<file path="config.mk">
export PLATFORM = sky130hd
export DESIGN_NAME = ram_fifo_ctrl_flat
export DESIGN_NICKNAME = d
export VERILOG_FILES = /design/src/rtl/ram_fifo_ctrl_if.sv /design/src/rtl/ram_fifo_ctrl.sv /design/src/flat_wrapper.sv
export SDC_FILE = /design/constraint.sdc
export NUM_CORES = 1
export LEC_CHECK = 0
export CAP_MARGIN = 25
export CORE_ASPECT_RATIO = 1.5
export CORE_MARGIN = 2
export CORE_UTILIZATION = 40
export CTS_BUF_LIST = sky130_fd_sc_hd__clkbuf_4
export DETAILED_ROUTE_END_ITERATION = 8
export GPL_TIMING_DRIVEN = 0
export PLACE_DENSITY = 0.77
export SKIP_LAST_GASP = 1
export SYNTH_ARGS = -nofsm -noshare
export SYNTH_HDL_FRONTEND = slang
export SYNTH_SLANG_ARGS = --single-unit
</file>
<file path="constraint.sdc">
create_clock -name clk -period 4.2 [get_ports clk]
set_input_delay 1.05 -clock clk [delete_from_list [all_inputs] [get_ports clk]]
set_output_delay 1.05 -clock clk [all_outputs]
set_load 0.05 [all_outputs]
</file>
<file path="src/rtl/ram_fifo_ctrl_if.sv">
// rtl/ram_fifo_ctrl_if.sv - push/pop and external RAM signal bundle for ram_fifo_ctrl (RAM_FIFO_CTRL_ERR_FLAGS_EN adds overflow/underflow)
interface ram_fifo_ctrl_if #(
    parameter int DEPTH      = 64,
    parameter int DATA_WIDTH = 8
);
    localparam int AdrBits = $clog2(DEPTH);
    localparam int CntBits = $clog2(DEPTH + 1);

    logic                  push;
    logic [DATA_WIDTH-1:0] push_data;
    logic                  full;
    logic                  pop;
    logic [DATA_WIDTH-1:0] pop_data;
    logic                  empty;
    logic [CntBits-1:0]    count;
    logic                  ram_we;
    logic [AdrBits-1:0]    ram_w_addr;
    logic [DATA_WIDTH-1:0] ram_w_data;
    logic                  ram_re;
    logic [AdrBits-1:0]    ram_r_addr;
    logic [DATA_WIDTH-1:0] ram_r_data;
`ifdef RAM_FIFO_CTRL_ERR_FLAGS_EN
    logic                  overflow;
    logic                  underflow;
`endif

    modport slave (
        input  push, push_data, pop, ram_r_data,
        output full, pop_data, empty, count,
        output ram_we, ram_w_addr, ram_w_data, ram_re, ram_r_addr
`ifdef RAM_FIFO_CTRL_ERR_FLAGS_EN
        , output overflow, underflow
`endif
    );

    modport master (
        output push, push_data, pop, ram_r_data,
        input  full, pop_data, empty, count,
        input  ram_we, ram_w_addr, ram_w_data, ram_re, ram_r_addr
`ifdef RAM_FIFO_CTRL_ERR_FLAGS_EN
        , input overflow, underflow
`endif
    );
endinterface

</file>
<file path="src/rtl/ram_fifo_ctrl.sv">
// rtl/ram_fifo_ctrl.sv - FWFT FIFO controller for an external RAM (optional RAM_FIFO_CTRL_ERR_FLAGS_EN sticky error flags)
module ram_fifo_ctrl #(
    parameter int DEPTH      = 64,
    parameter int DATA_WIDTH = 8
) (
    input  logic           clk,
    input  logic           rst,
    ram_fifo_ctrl_if.slave bus
);
    localparam int AdrBits = $clog2(DEPTH);
    localparam int CntBits = $clog2(DEPTH + 1);

    logic [AdrBits-1:0] wr_ptr;
    logic [AdrBits-1:0] rd_ptr;
    logic [CntBits-1:0] cnt;
    logic               full_w;
    logic               empty_w;
    logic               push_acc;
    logic               pop_acc;

    // Explicit wrap so non-power-of-two depths address only valid entries
    function automatic logic [AdrBits-1:0] next_ptr(input logic [AdrBits-1:0] p);
        return (p == AdrBits'(DEPTH - 1)) ? '0 : p + AdrBits'(1);
    endfunction

    // Flags come straight from the count; a push into a full FIFO is refused even
    // alongside a pop, since wr_ptr == rd_ptr would let RAM forwarding corrupt the head
    always_comb begin
        full_w   = (cnt == CntBits'(DEPTH));
        empty_w  = (cnt == '0);
        push_acc = bus.push & ~full_w;
        pop_acc  = bus.pop & ~empty_w;
    end

    assign bus.full       = full_w;
    assign bus.empty      = empty_w;
    assign bus.count      = cnt;
    assign bus.ram_we     = push_acc;
    assign bus.ram_w_addr = wr_ptr;
    assign bus.ram_w_data = bus.push_data;
    assign bus.ram_re     = ~empty_w;
    assign bus.ram_r_addr = rd_ptr;
    assign bus.pop_data   = bus.ram_r_data;

    // Pointer and occupancy bookkeeping for accepted requests
    always_ff @(posedge clk) begin
        if (rst) begin
            wr_ptr <= '0;
            rd_ptr <= '0;
            cnt    <= '0;
        end else begin
            if (push_acc) wr_ptr <= next_ptr(wr_ptr);
            if (pop_acc)  rd_ptr <= next_ptr(rd_ptr);
            case ({push_acc, pop_acc})
                2'b10:   cnt <= cnt + CntBits'(1);
                2'b01:   cnt <= cnt - CntBits'(1);
                default: cnt <= cnt;
            endcase
        end
    end

`ifdef RAM_FIFO_CTRL_ERR_FLAGS_EN
    logic overflow_q;
    logic underflow_q;

    // Sticky record of any refused push or pop, held until reset
    always_ff @(posedge clk) begin
        if (rst) begin
            overflow_q  <= 1'b0;
            underflow_q <= 1'b0;
        end else begin
            if (bus.push & full_w) overflow_q  <= 1'b1;
            if (bus.pop & empty_w) underflow_q <= 1'b1;
        end
    end

    assign bus.overflow  = overflow_q;
    assign bus.underflow = underflow_q;
`endif
endmodule

</file>
<file path="src/flat_wrapper.sv">
// flat-port wrapper written by rule: the top's interface ports become plain ports
module ram_fifo_ctrl_flat 
#(
    parameter int DEPTH      = 64,
    parameter int DATA_WIDTH = 8
)
  (clk, rst, bus_push, bus_push_data, bus_pop, bus_ram_r_data, bus_full, bus_pop_data, bus_empty, bus_count, bus_ram_we, bus_ram_w_addr, bus_ram_w_data, bus_ram_re, bus_ram_r_addr);
  ram_fifo_ctrl_if #(.DEPTH(DEPTH), .DATA_WIDTH(DATA_WIDTH)) bus_i ();
  input  logic clk;
  input  logic rst;
  input wire logic [$bits(bus_i.push)-1:0] bus_push;
  input wire logic [$bits(bus_i.push_data)-1:0] bus_push_data;
  input wire logic [$bits(bus_i.pop)-1:0] bus_pop;
  input wire logic [$bits(bus_i.ram_r_data)-1:0] bus_ram_r_data;
  output wire logic [$bits(bus_i.full)-1:0] bus_full;
  output wire logic [$bits(bus_i.pop_data)-1:0] bus_pop_data;
  output wire logic [$bits(bus_i.empty)-1:0] bus_empty;
  output wire logic [$bits(bus_i.count)-1:0] bus_count;
  output wire logic [$bits(bus_i.ram_we)-1:0] bus_ram_we;
  output wire logic [$bits(bus_i.ram_w_addr)-1:0] bus_ram_w_addr;
  output wire logic [$bits(bus_i.ram_w_data)-1:0] bus_ram_w_data;
  output wire logic [$bits(bus_i.ram_re)-1:0] bus_ram_re;
  output wire logic [$bits(bus_i.ram_r_addr)-1:0] bus_ram_r_addr;
  assign bus_i.push = bus_push;
  assign bus_i.push_data = bus_push_data;
  assign bus_i.pop = bus_pop;
  assign bus_i.ram_r_data = bus_ram_r_data;
  assign bus_full = bus_i.full;
  assign bus_pop_data = bus_i.pop_data;
  assign bus_empty = bus_i.empty;
  assign bus_count = bus_i.count;
  assign bus_ram_we = bus_i.ram_we;
  assign bus_ram_w_addr = bus_i.ram_w_addr;
  assign bus_ram_w_data = bus_i.ram_w_data;
  assign bus_ram_re = bus_i.ram_re;
  assign bus_ram_r_addr = bus_i.ram_r_addr;
  ram_fifo_ctrl #(.DEPTH(DEPTH), .DATA_WIDTH(DATA_WIDTH)) u_core (.clk(clk), .rst(rst), .bus(bus_i));
endmodule
</file>
==> results of run 1 <==
report_power, final:
part | internal (mW) | switching (mW)
Sequential | 0.217 | 0.0573
Combinational | 0.301 | 0.552
Clock | 0.0355 | 0.0596
Total | 0.554 | 0.669
cell usage after synthesis, types with 3 or more instances:
| cell | instances |
|---|---|
| nor2_1 | 18 |
| a21oi_1 | 8 |
| inv_1 | 11 |
| dfxtp_1 | 19 |
| a21o_1 | 4 |
| xnor2_1 | 3 |
| a311oi_1 | 3 |
| mux2i_1 | 4 |
| buf_4 | 16 |
| nand2_1 | 4 |
| nand4_1 | 3 |
| ha_1 | 8 |
| a31oi_1 | 5 |
| nand3_1 | 7 |
| nor4b_1 | 4 |
worst max-delay path, stage by stage:
cell and delay, ps:
clkdlybuf4s50_1 490, inv_1 70, a31oi_4 310, clkdlybuf4s50_1 880
layout make-up:
type | instances | area (sq um)
flip-flops and latches | 19 | 380
fillers | 281 | 1330
inverters | 11 | 41.3
multi-input cells | 104 | 774
clock buffers | 3 | 22.5
clock inverters | 1 | 5.00
plain buffers | 20 | 136
well taps | 40 | 50.0
repair buffers | 42 | 420
kinds of logic after synthesis:
group / count (synthesis) / share of synthesized area
AO/OA/AOI/OAI: 35 / 0.209
XOR/XNOR: 5 / 0.0329
adder cells (fa/ha/maj): 9 / 0.0901
buffers and inverters: 31 / 0.133
flip-flops: 19 / 0.285
multiplexers: 5 / 0.0385
AND/OR/NAND/NOR: 50 / 0.210
cell usage in the layout, fill, tap and decap left out, types with 4 or more instances in the layout:
master | Yosys | layout
a21o_1 | 4 | 4
buf_4 | 16 | 16
nand2_1 | 4 | 4
a21oi_1 | 8 | 8
clkdlybuf4s50_1 | 0 | 42
inv_1 | 11 | 11
nor4b_1 | 4 | 4
mux2i_1 | 4 | 4
ha_1 | 8 | 8
nor2_1 | 18 | 18
a31oi_1 | 5 | 5
nand3_1 | 7 | 7
dfxtp_1 | 19 | 19
worst paths after layout:
| path | cells past startpoint | slack, ps | to |
|---|---|---|---|
| hold reg to reg | 1 | 510 | u_core.bus.ram_r_addr[5] |
| hold / removal | 1 | 510 | u_core.bus.ram_r_addr[5] |
| setup / recovery | 4 | 350 | bus_ram_we |
| setup reg to reg | 10 | 970 | u_core.bus.count[6] |
through the flow:
stage	instance area, sq um	setup slack, ps	utilization	power, mW
finish	1830	352	0.579	1.22
global route	1830	308	0.579	1.30
CTS	1830	360	0.579	1.23
detailed placement	1800	322	0.571	1.13
global placement	1800	364	0.571	1.11
floorplan	1330	887	-	0.904
routing by layer:
| layer | vias up | wire length (um) |
|---|---|---|
| met5 | - | 0 |
| met4 | 0 | 25 |
| met3 | 4 | 235 |
| met2 | 60 | 1660 |
| met1 | 613 | 1340 |
| li1 | 637 | - |
state kept, by name, summed over array words and instances (netlist names):
signal and flops:
u_core.bus.count 7, u_core.bus.ram_r_addr 6, u_core.bus.ram_w_addr 6
==> flow_summary.json, run 1 <==
{
  "status": "complete, no violations",
  "gp_congestion": 0.901,
  "total_leakage_power_nw": 0.739,
  "hold_start": "u_core.bus.ram_r_addr[5]",
  "fin_tns_setup_ps": 0,
  "crit_path_end_kind": "primary output",
  "crit_fanout": 10,
  "drive_gt1_frac": 0.145,
  "nets": 230,
  "grt_pass1_vias": 1206,
  "clk_latency_ps": 300,
  "synthArstFlopShare": 0,
  "ir_worst_vdd_v": 0.000503,
  "worstSetupStartpoint": "bus_push",
  "dpl.hpwl_mm": 2.56,
  "worstHoldPathType": "reg2reg",
  "setup_viol": 0,
  "detail-route-antenna-nets": 0,
  "yosysTopAreaCell": "dfxtp_1",
  "r2r_start": "u_core.bus.count[3]",
  "wl_mm": 3.25,
  "vias": 1314,
  "stdcell_count": 240,
  "synth_nets": 183,
  "relSlewSlack": 0.617,
  "n_antenna_cell": 0,
  "worst_pin_slew_ps": 570,
  "synth_warnings": 0,
  "syn2layout_area_growth_pct": 37.4,
  "met2_usage": 0.306,
  "yosysTopAreaCellShare": 0.285,
  "rsz0062_at_grt": "no",
  "grtUsageMet1": 0.213,
  "grt_first_pass_wirelength_mm": 5.23,
  "arrival_ps": 2800,
  "core_sq_um": 3160,
  "dp.cells": 236,
  "die-area_sq_um": 3820,
  "hold_ws_ps": 506,
  "grt_overflow_total": 0,
  "cp.required_ps": 3150,
  "critPathKind": "in2out",
  "clock_path_buffers": 2,
  "startpoint_type": "input pin",
  "root_buffer": "clkbuf_4",
  "synth_cells": 154,
  "post-route-period-util": 0.916,
  "start_util": 0.422,
  "hold_viol": 0,
  "p_per_area_nw_per_um2": 668,
  "drc": 0,
  "clk_pin_slew_worst_paths_ps": 120,
  "numCtsBuffers": 3,
  "row_count": 25,
  "avgSynthCellArea_sq_um": 8.65,
  "ios": 59,
  "holdBufCountCts": 0,
  "cts_tree": "done",
  "fmax_ghz": 0.260,
  "ys_seq_area_frac": 0.285,
  "via_per_inst": 5.48,
  "routedWlPerCell_um": 13.6,
  "post_cts.repair.setup_buffers": 0,
  "cap_violations": 0,
  "cts.htree.levels": 1,
  "cts_num_sinks": 19,
  "drt_iter0_drc": 36,
  "busiest_layer": "met2",
  "grt_use_met3": 0.0179,
  "die_w_um": 51.1,
  "port_buffers": 42,
  "synth_area_sq_um": 1330,
  "track_usage": 0.175,
  "grt_max_degree": 12,
  "fin_crit_ps": 3850,
  "synth_edf_count": 0,
  "cts_resized": 0,
  "synth-seq-cells": 19,
  "die_h_um": 74.7,
  "ys.flop_type": "dfxtp_1",
  "grt_antenna_before_repair": 0,
  "finalClockSkew_ps": 10.9,
  "dr.pass1.iters": 4,
  "slew_violations": 0,
  "synth_area_leaders": "dfxtp_1 (29%), buf_4 (9.0%), ha_1 (7.5%)",
  "yosysUniqueCellTypes": 42
}
(Power assumes the default switching activity.)
==> run 2: changes to the inputs <==
--- a/config.mk
+++ b/config.mk
@@ -5,14 +5,12 @@
 export SDC_FILE = /design/constraint.sdc
 export NUM_CORES = 1
 export LEC_CHECK = 0
-export CAP_MARGIN = 25
 export CORE_ASPECT_RATIO = 1.5
 export CORE_MARGIN = 2
-export CORE_UTILIZATION = 40
+export CORE_UTILIZATION = 39
 export CTS_BUF_LIST = sky130_fd_sc_hd__clkbuf_4
 export DETAILED_ROUTE_END_ITERATION = 8
-export GPL_TIMING_DRIVEN = 0
-export PLACE_DENSITY = 0.77
+export PLACE_DENSITY = 0.78
 export SKIP_LAST_GASP = 1
 export SYNTH_ARGS = -nofsm -noshare
 export SYNTH_HDL_FRONTEND = slang
==> constraint.sdc (replaced) <==
create_clock -name clk -period 3.1 [get_ports clk]
set_input_delay 0.775 -clock clk [delete_from_list [all_inputs] [get_ports clk]]
set_output_delay 0.775 -clock clk [all_outputs]
set_load 0.05 [all_outputs]
==> flow_summary.json, run 2 (synthesis gave the netlist of run 1 again) <==
{
  "met2_usage": 0.323,
  "rsz0062_at_grt": "no",
  "numCtsBuffers": 3,
  "nets": 213,
  "core_sq_um": 3350,
  "hold_viol": 0,
  "hold_start": "u_core.bus.ram_r_addr[5]",
  "grt_max_degree": 24,
  "nFillCells": 320,
  "total_leakage_power_nw": 0.725,
  "worst_pin_slew_ps": 534,
  "cts.htree.levels": 1,
  "ir_worst_vdd_v": 0.000994,
  "grt_pass1_vias": 1142,
  "dr.pass1.iters": 4,
  "via_per_inst": 5.37,
  "place_ws_ps": -183,
  "cts_tree": "done",
  "vias": 1209,
  "busiest_layer": "met2",
  "finalClockSkew_ps": 1.89,
  "worstSetupStartpoint": "u_core.bus.count[5]",
  "register_area_sq_um": 387,
  "holdBufCountCts": 0,
  "cts_num_sinks": 19,
  "critPathKind": "reg2out",
  "arrival_ps": 2110,
  "detail-route-antenna-nets": 0,
  "clk_pin_slew_worst_paths_ps": 110,
  "fin_crit_ps": 2880,
  "syn2layout_area_growth_pct": 28.0,
  "ios": 59,
  "p_per_area_nw_per_um2": 1000,
  "grt_overflow_total": 0,
  "startpoint_type": "register",
  "final_cell_mix": "clkdlybuf4s50_1 (23), buf_4 (19), nor2_1 (18), dfxtp_1 (14), inv_1 (11)",
  "drc": 0,
  "port_buffers": 26,
  "fmax_ghz": 0.347,
  "die_h_um": 75.6,
  "crit_fanout": 7,
  "grtUsageMet1": 0.177,
  "post-route-period-util": 0.930,
  "gp_congestion": 0.768,
  "die-area_sq_um": 3910,
  "setup_viol": 0,
  "crit_path_end_kind": "primary output",
  "relSlewSlack": 0.642,
  "worstHoldPathType": "reg2reg",
  "cap_violations": 0,
  "grt_first_pass_wirelength_mm": 4.93,
  "stdcell_count": 225,
  "grt_antenna_before_repair": 0,
  "drt_iter0_drc": 27,
  "cp.required_ps": 2320,
  "root_buffer": "clkbuf_4",
  "row_count": 26,
  "drive_gt1_frac": 0.208,
  "track_usage": 0.169,
  "dpl.hpwl_mm": 2.27,
  "clock_path_buffers": 2,
  "multiInputGateArea_sq_um": 777,
  "status": "complete, no violations",
  "n_antenna_cell": 0,
  "largest_register_ffs": 7,
  "start_util": 0.398,
  "die_w_um": 51.7,
  "wl_mm": 2.89,
  "r2r_start": "u_core.bus.count[5]",
  "grt_use_met3": 0.0176,
  "clk_latency_ps": 290,
  "dp.cells": 221,
  "routedWlPerCell_um": 12.8,
  "mostFrequentLayoutCell": "clkdlybuf4s50_1",
  "slew_violations": 0,
  "setup_slack_ps": 218
}
run 2: layout make-up:
type                    count  area share
well taps                  42      0.0308
repair buffers             45       0.245
flip-flops and latches     19       0.227
multi-input cells         104       0.456
clock buffers               4      0.0176
inverters                  11      0.0242
run 2: report_power, final:
group / total [mW] / internal, mW / switching [mW]
sequential: 0.383 / 0.301 / 0.0818
clock: 0.135 / 0.0588 / 0.0765
combinational: 1.19 / 0.480 / 0.711
total: 1.71 / 0.840 / 0.869
run 2: stage by stage:
stage	area [sq um]	utilization	setup TNS, ps	power (mW)	hold slack, ps
floorplan	1340	-	0	1.24	604
global placement	1670	0.498	-204	1.56	491
detailed placement	1670	0.498	-355	1.58	499
CTS	1700	0.507	0	1.72	515
global route	1710	0.509	0	1.84	539
finish	1710	0.509	0	1.71	513
run 2: routing by layer:
| layer | routed length, um | vias up | part of all wire |
|---|---|---|---|
| li1 | - | 606 | - |
| met1 | 1190 | 566 | 0.41 |
| met2 | 1500 | 30 | 0.52 |
| met3 | 112 | 7 | 0.039 |
| met4 | 89 | 0 | 0.031 |
| met5 | 0 | - | 0 |
run 2: worst paths after layout:
kind | end | slack (ps) | depth (start not counted)
setup reg to reg | u_core.bus.count[6] | 290 | 10
hold reg to reg | u_core.bus.ram_r_addr[5] | 510 | 1
hold / removal | u_core.bus.ram_r_addr[5] | 510 | 1
setup / recovery | bus_ram_re | 220 | 3
run 2: timing repair:
item                                    4_1_cts  5_1_grt
setup buffers                                 0        0
resized for setup                             0        3
endpoints found under the setup margin        0        4
run 2: worst max-delay path, cell delays in order, from the launching register on:
cell	delay [ps]
dfxtp_2	370
nor4_4	540
nand3_1	170
clkdlybuf4s50_1	730
